<file path="config.mk">
export PLATFORM = sky130hd
export DESIGN_NAME = bf_print_uart
export DESIGN_NICKNAME = d
export VERILOG_FILES = /design/src/rtl/bf_print_uart.sv
export SDC_FILE = /design/constraint.sdc
export NUM_CORES = 1
export LEC_CHECK = 0
export ABC_AREA = 1
export BUFFER_PORTS_ARGS = -buffer_cell sky130_fd_sc_hd__buf_2
export CAP_MARGIN = 40
export CORE_MARGIN = 4
export CORE_UTILIZATION = 56
export DETAILED_ROUTE_END_ITERATION = 8
export PLACE_DENSITY = 0.76
export RECOVER_POWER = 50
export SETUP_SLACK_MARGIN = 0.4
export SLEW_MARGIN = 20
export SYNTH_ARGS = -nofsm -noshare
export SYNTH_HDL_FRONTEND = slang
export SYNTH_SLANG_ARGS = --single-unit
</file>
<file path="constraint.sdc">
create_clock -name clock -period 2.06 [get_ports clock]
set_input_delay 0.103 -clock clock [delete_from_list [all_inputs] [get_ports clock]]
set_output_delay 0.103 -clock clock [all_outputs]
set_load 0.02 [all_outputs]
</file>
<file path="src/rtl/bf_print_uart.sv">
// Byte FIFO plus 8N1 UART transmitter for the bf core's print output.
// Bytes are queued on each print strobe and shifted out LSB first with no idle gap between frames.
module bf_print_uart #(
    parameter int CLK_DIV    = 217,
    parameter int DEPTH_LOG2 = 4
) (
    input  logic                  clock,
    input  logic                  reset_n,
    input  logic                  print,
    input  logic [7:0]            out,
    input  logic                  ovf_clr,
    output logic                  tx,
    output logic                  full,
    output logic                  busy,
    output logic [DEPTH_LOG2:0]   count,
    output logic                  overflow
);

    localparam int DEPTH = 1 << DEPTH_LOG2;
    localparam int DIV_W = (CLK_DIV > 1) ? $clog2(CLK_DIV) : 1;
    localparam logic [DIV_W-1:0]      DIV_LAST   = DIV_W'(CLK_DIV - 1);
    localparam logic [DEPTH_LOG2:0]   DEPTH_FULL = (DEPTH_LOG2 + 1)'(DEPTH);

    typedef enum logic [1:0] {
        IDLE  = 2'd0,
        START = 2'd1,
        DATA  = 2'd2,
        STOP  = 2'd3
    } state_t;

    logic [7:0]            mem [DEPTH];
    logic [DEPTH_LOG2-1:0] wr_ptr;
    logic [DEPTH_LOG2-1:0] rd_ptr;
    state_t                state;
    state_t                state_nxt;
    logic [DIV_W-1:0]      div;
    logic [DIV_W-1:0]      div_nxt;
    logic [2:0]            bit_cnt;
    logic [2:0]            bit_nxt;
    logic [7:0]            shreg;
    logic [7:0]            sh_nxt;
    logic                  tx_nxt;
    logic                  pop;
    logic                  push;
    logic                  drop;
    logic                  div_end;
    logic                  not_empty;

    assign not_empty = (count != '0);
    assign div_end   = (div == DIV_LAST);
    assign full      = (count == DEPTH_FULL);
    assign busy      = (state != IDLE) || not_empty;

    // A pop frees a slot in the same cycle, so a push at full is still accepted then.
    assign push = print && (!full || pop);
    assign drop = print && full && !pop;

    always_ff @(posedge clock or negedge reset_n) begin
        if (!reset_n) begin
            state <= IDLE;
        end else begin
            state <= state_nxt;
        end
    end

    always_comb begin
        state_nxt = state;
        case (state)
            IDLE:    if (not_empty) state_nxt = START;
            START:   if (div_end) state_nxt = DATA;
            DATA:    if (div_end && (bit_cnt == 3'd7)) state_nxt = STOP;
            STOP:    if (div_end) state_nxt = not_empty ? START : IDLE;
            default: state_nxt = IDLE;
        endcase
    end

    always_comb begin
        pop     = 1'b0;
        div_nxt = div;
        bit_nxt = bit_cnt;
        sh_nxt  = shreg;
        tx_nxt  = 1'b1;
        case (state)
            IDLE: begin
                if (not_empty) begin
                    pop     = 1'b1;
                    sh_nxt  = mem[rd_ptr];
                    div_nxt = '0;
                    bit_nxt = '0;
                end
            end
            START: begin
                div_nxt = div_end ? '0 : div + 1'b1;
            end
            DATA: begin
                if (div_end) begin
                    div_nxt = '0;
                    sh_nxt  = {1'b0, shreg[7:1]};
                    if (bit_cnt != 3'd7) bit_nxt = bit_cnt + 1'b1;
                end else begin
                    div_nxt = div + 1'b1;
                end
            end
            STOP: begin
                if (div_end) begin
                    div_nxt = '0;
                    if (not_empty) begin
                        pop     = 1'b1;
                        sh_nxt  = mem[rd_ptr];
                        bit_nxt = '0;
                    end
                end else begin
                    div_nxt = div + 1'b1;
                end
            end
            default: ;
        endcase
        // tx is registered from the upcoming state so the line has no combinational path.
        case (state_nxt)
            START:   tx_nxt = 1'b0;
            DATA:    tx_nxt = sh_nxt[0];
            default: tx_nxt = 1'b1;
        endcase
    end

    always_ff @(posedge clock or negedge reset_n) begin
        if (!reset_n) begin
            tx       <= 1'b1;
            div      <= '0;
            bit_cnt  <= '0;
            shreg    <= '0;
            wr_ptr   <= '0;
            rd_ptr   <= '0;
            count    <= '0;
            overflow <= 1'b0;
        end else begin
            tx      <= tx_nxt;
            div     <= div_nxt;
            bit_cnt <= bit_nxt;
            shreg   <= sh_nxt;
            if (push) wr_ptr <= wr_ptr + 1'b1;
            if (pop)  rd_ptr <= rd_ptr + 1'b1;
            case ({push, pop})
                2'b10:   count <= count + 1'b1;
                2'b01:   count <= count - 1'b1;
                default: count <= count;
            endcase
            if (drop) begin
                overflow <= 1'b1;
            end else if (ovf_clr) begin
                overflow <= 1'b0;
            end
        end
    end

    // Storage needs no reset: occupancy gates every read.
    always_ff @(posedge clock) begin
        if (push) mem[wr_ptr] <= out;
    end

endmodule

</file>
==> impl_metrics.tcl <==
set metrics [dict create \
    status "finished, final reports clean" \
    areaGrowthSynthToFinish_pct 25.1 \
    finalMaxSlewViolations 0 \
    fp.dieW_um 121 \
    hold_viol_final 0 \
    cellLeakagePower_nw 3.28 \
    htreeDepth 4 \
    fmax_mhz 502 \
    wl_per_cell_um 21.3 \
    gr-total-overflow 0 \
    core_area_mm2 0.0126 \
    worstSkewPairLatency_ns 0.43 \
    p_int_mw 6.11 \
    path_cells "inv_2 -> ha_4 -> nand3_4 -> inv_2 -> nand3_2 -> nand2_4 -> nand3_4 -> nand2_4 -> nand2_4 -> clkinv_8 -> nand2_8 -> nor2_4" \
    rows 41 \
    first_iter_violations 576 \
    path_max_fanout 8 \
    grt_use_total 0.258 \
    cap_violations 0 \
    yosysWarnings 0 \
    crit_top_cell "nand2_4" \
    final_layout_size_suffix_gt1_frac 0.274 \
    pwr-share-comb 0.185 \
    crit_arrival_ns 2.10 \
    grt_pass1_vias 5197 \
    io_pins 21 \
    finalNetCount 727 \
    required_ns 2.16 \
    n_fill_cell 833 \
    max_stage_delay_ns 0.38 \
    skew_ns 0.00993 \
    period_needed_ns 1.99 \
    finalInstanceArea_mm2 0.00902 \
    p_per_area_mw_per_mm2 955 \
    ant_nets 0 \
    antenna_found_initial 0 \
    setup_viol 0 \
    cts-buffers-inserted 17 \
    cts_tree "done" \
    finalWirelength_mm 18.9 \
    worst_pin_slew_ns 1.05 \
    switching_power_mw 2.51 \
    clk_pin_slew_ns 0.06 \
    crit_path_top_delay_cell "dfrtp_1" \
    fin_ws_ns 0.0661 \
    routed-via-count 5382 \
    cts_buffer_depth 2 \
    seqPwrFrac 0.474 \
    viasPerCell 6.09 \
    place_area_mm2 0.00784 \
    start_util 0.571 \
    clkPwrFrac 0.340 \
    netlist.top_cell.by_area "edfxtp_1" \
    final.period_utilization 0.968 \
    grt_max_degree 41 \
    dieHeight_um 121 \
    crit_path_end_kind "flop" \
    layout_common_cells "128 x edfxtp_1, 69 x nor2_1, 63 x nand2_1, 51 x o21ai_0, 46 x nand3_1" \
    synth_area_leaders "edfxtp_1 53%, dfrtp_1 12%, nor2_1 4.9%" \
    rsz0062_at_grt "true" \
    port_buffers 20 \
    ir_worst_vdd_v 0.000776 \
    synthDominantCellAreaShare 0.533 \
    syn_area_mm2 0.00721 \
    final_common_cell "edfxtp_1" \
    final_cells 884 \
    crit_type "reg -> reg" \
    avgSynthCellArea_um2 11.4 \
    gp_congestion 1.00 \
    crit_family "simple AND/OR/NAND/NOR gates" \
    syn_inst 633 \
    drc 0 \
    ff_latch_area_mm2 0.00475 \
    syn_nets 660 \
    dpl_worst_slack_ns 0.0198 \
    ys_seq_area_frac 0.658 \
    dpl.hpwl_mm 10.9 \
    diodes 0 \
    multi_input_area_mm2 0.00262 \
    ys_ff_latch 164 \
    relSlewSlack 0.297 \
    worst-path-buf-inv 3 \
    start_kind "flop" \
    synth_cell_types 40 \
    placedCellCount 815 \
    cts_sinks 164 \
    cts_root_buf "clkbuf_16" \
    die_area_mm2 0.0148 \
    dr.pass1.iters 6 \
    grt_first_pass_wirelength_mm 28.2 \
    min_path_type "in -> async" \
    swShare 0.291 \
]
==> Yosys cell counts <==
master,instances
edfxtp_1,128
nor2_1,95
nand2_1,73
o21ai_0,71
nand3_1,49
inv_1,40
dfrtp_1,35
o221ai_1,19
clkbuf_1,15
ha_1,15
o211ai_1,14
xor2_1,11
buf_2,7
nand2_2,7
a21oi_1,6
o22ai_1,5
inv_2,4
nor2_2,4
a32oi_1,3
buf_1,3
a22o_1,2
nand2_4,2
nand3_2,2
nand3_4,2
nand4_1,2
nor3_1,2
o21ai_1,2
o31ai_1,2
o32ai_1,2
clkinv_1,1
dfstp_2,1
inv_4,1
nand4_2,1
nand4_4,1
nor2_4,1
nor4_1,1
o2111ai_1,1
o21ai_2,1
o21bai_1,1
or2_0,1
==> power groups by stage <==
stage	Combinational, mW	Sequential (mW)	Clock (mW)
CTS	1.51	4.08	2.94
global route	1.70	4.10	3.12
detailed placement	1.32	4.17	0
finish	1.60	4.08	2.93
floorplan	0.919	4.18	0
global placement	1.28	4.15	0
==> cell type report <==
class	count	share of cell area
sequential	164	0.527
multi-input combinational	398	0.291
timing repair buffer	73	0.0763
clock buffer	20	0.0484
tap	172	0.0239
inverter	46	0.0218
clock inverter	11	0.0118
==> per-layer routing <==
metal | vias up | wire length (µm) | global-route usage
li1 | 2399 | - | -
met1 | 2573 | 7080 | 0.349
met2 | 347 | 9260 | 0.399
met3 | 63 | 1860 | 0.0699
met4 | 0 | 665 | 0.0994
met5 | - | 0 | 0
==> stage by stage <==
step                      hold WS (ns)  TNS [ns]  utilization  power, mW
final                           0.0967         0        0.714       8.61
after detailed placement         0.245         0        0.622       5.49
after CTS                        0.105         0        0.695       8.52
after global placement           0.233         0        0.622       5.44
after global routing             0.109     -2.17        0.714       8.93
after floorplan                 -0.193         0            -       5.10
==> final timing paths <==
path	startpoint	end	slack, ns	cells past startpoint
min in group clock	out[3]	mem[1][3]$_DFFE_PP_	0.15	1
setup reg to reg	div[1]$_DFFE_PN0P_	mem[2][1]$_DFFE_PP_	0.07	12
max in group asynchronous	reset_n	tx$_DFF_PN1_	1.41	3
hold reg to reg	shreg[0]$_DFF_PN0_	shreg[0]$_DFF_PN0_	0.49	2
setup / recovery	div[1]$_DFFE_PN0P_	mem[2][1]$_DFFE_PP_	0.07	12
hold / removal	reset_n	div[1]$_DFFE_PN0P_	0.1	2
==> sequential cells by signal, summed over array words and instances (netlist names) <==
register and cells:
bit_cnt 3, count 5, div 8, mem 128
overflow 1, rd_ptr 4, shreg 8, state 2
tx 1, wr_ptr 4
==> logic make-up after synthesis <==
kind of cell,synth area share
AND/OR/NAND/NOR,0.153
flip-flops,0.658
AO/OA/AOI/OAI,0.111
buffers and inverters,0.0385
adder cells (fa/ha/maj),0.0260
XOR/XNOR,0.0134
==> what timing repair did <==
action / in CTS / in global routing
gates resized for setup: 50 / 38
hold endpoints to repair: 36 / 0
endpoints found under the setup margin: 148 / 155
gates cloned: 2 / 2
setup buffers: 23 / 8
pin swaps: 23 / 20
hold buffers: 2 / 0
Note: power is estimated with default switching activity, not from simulation.
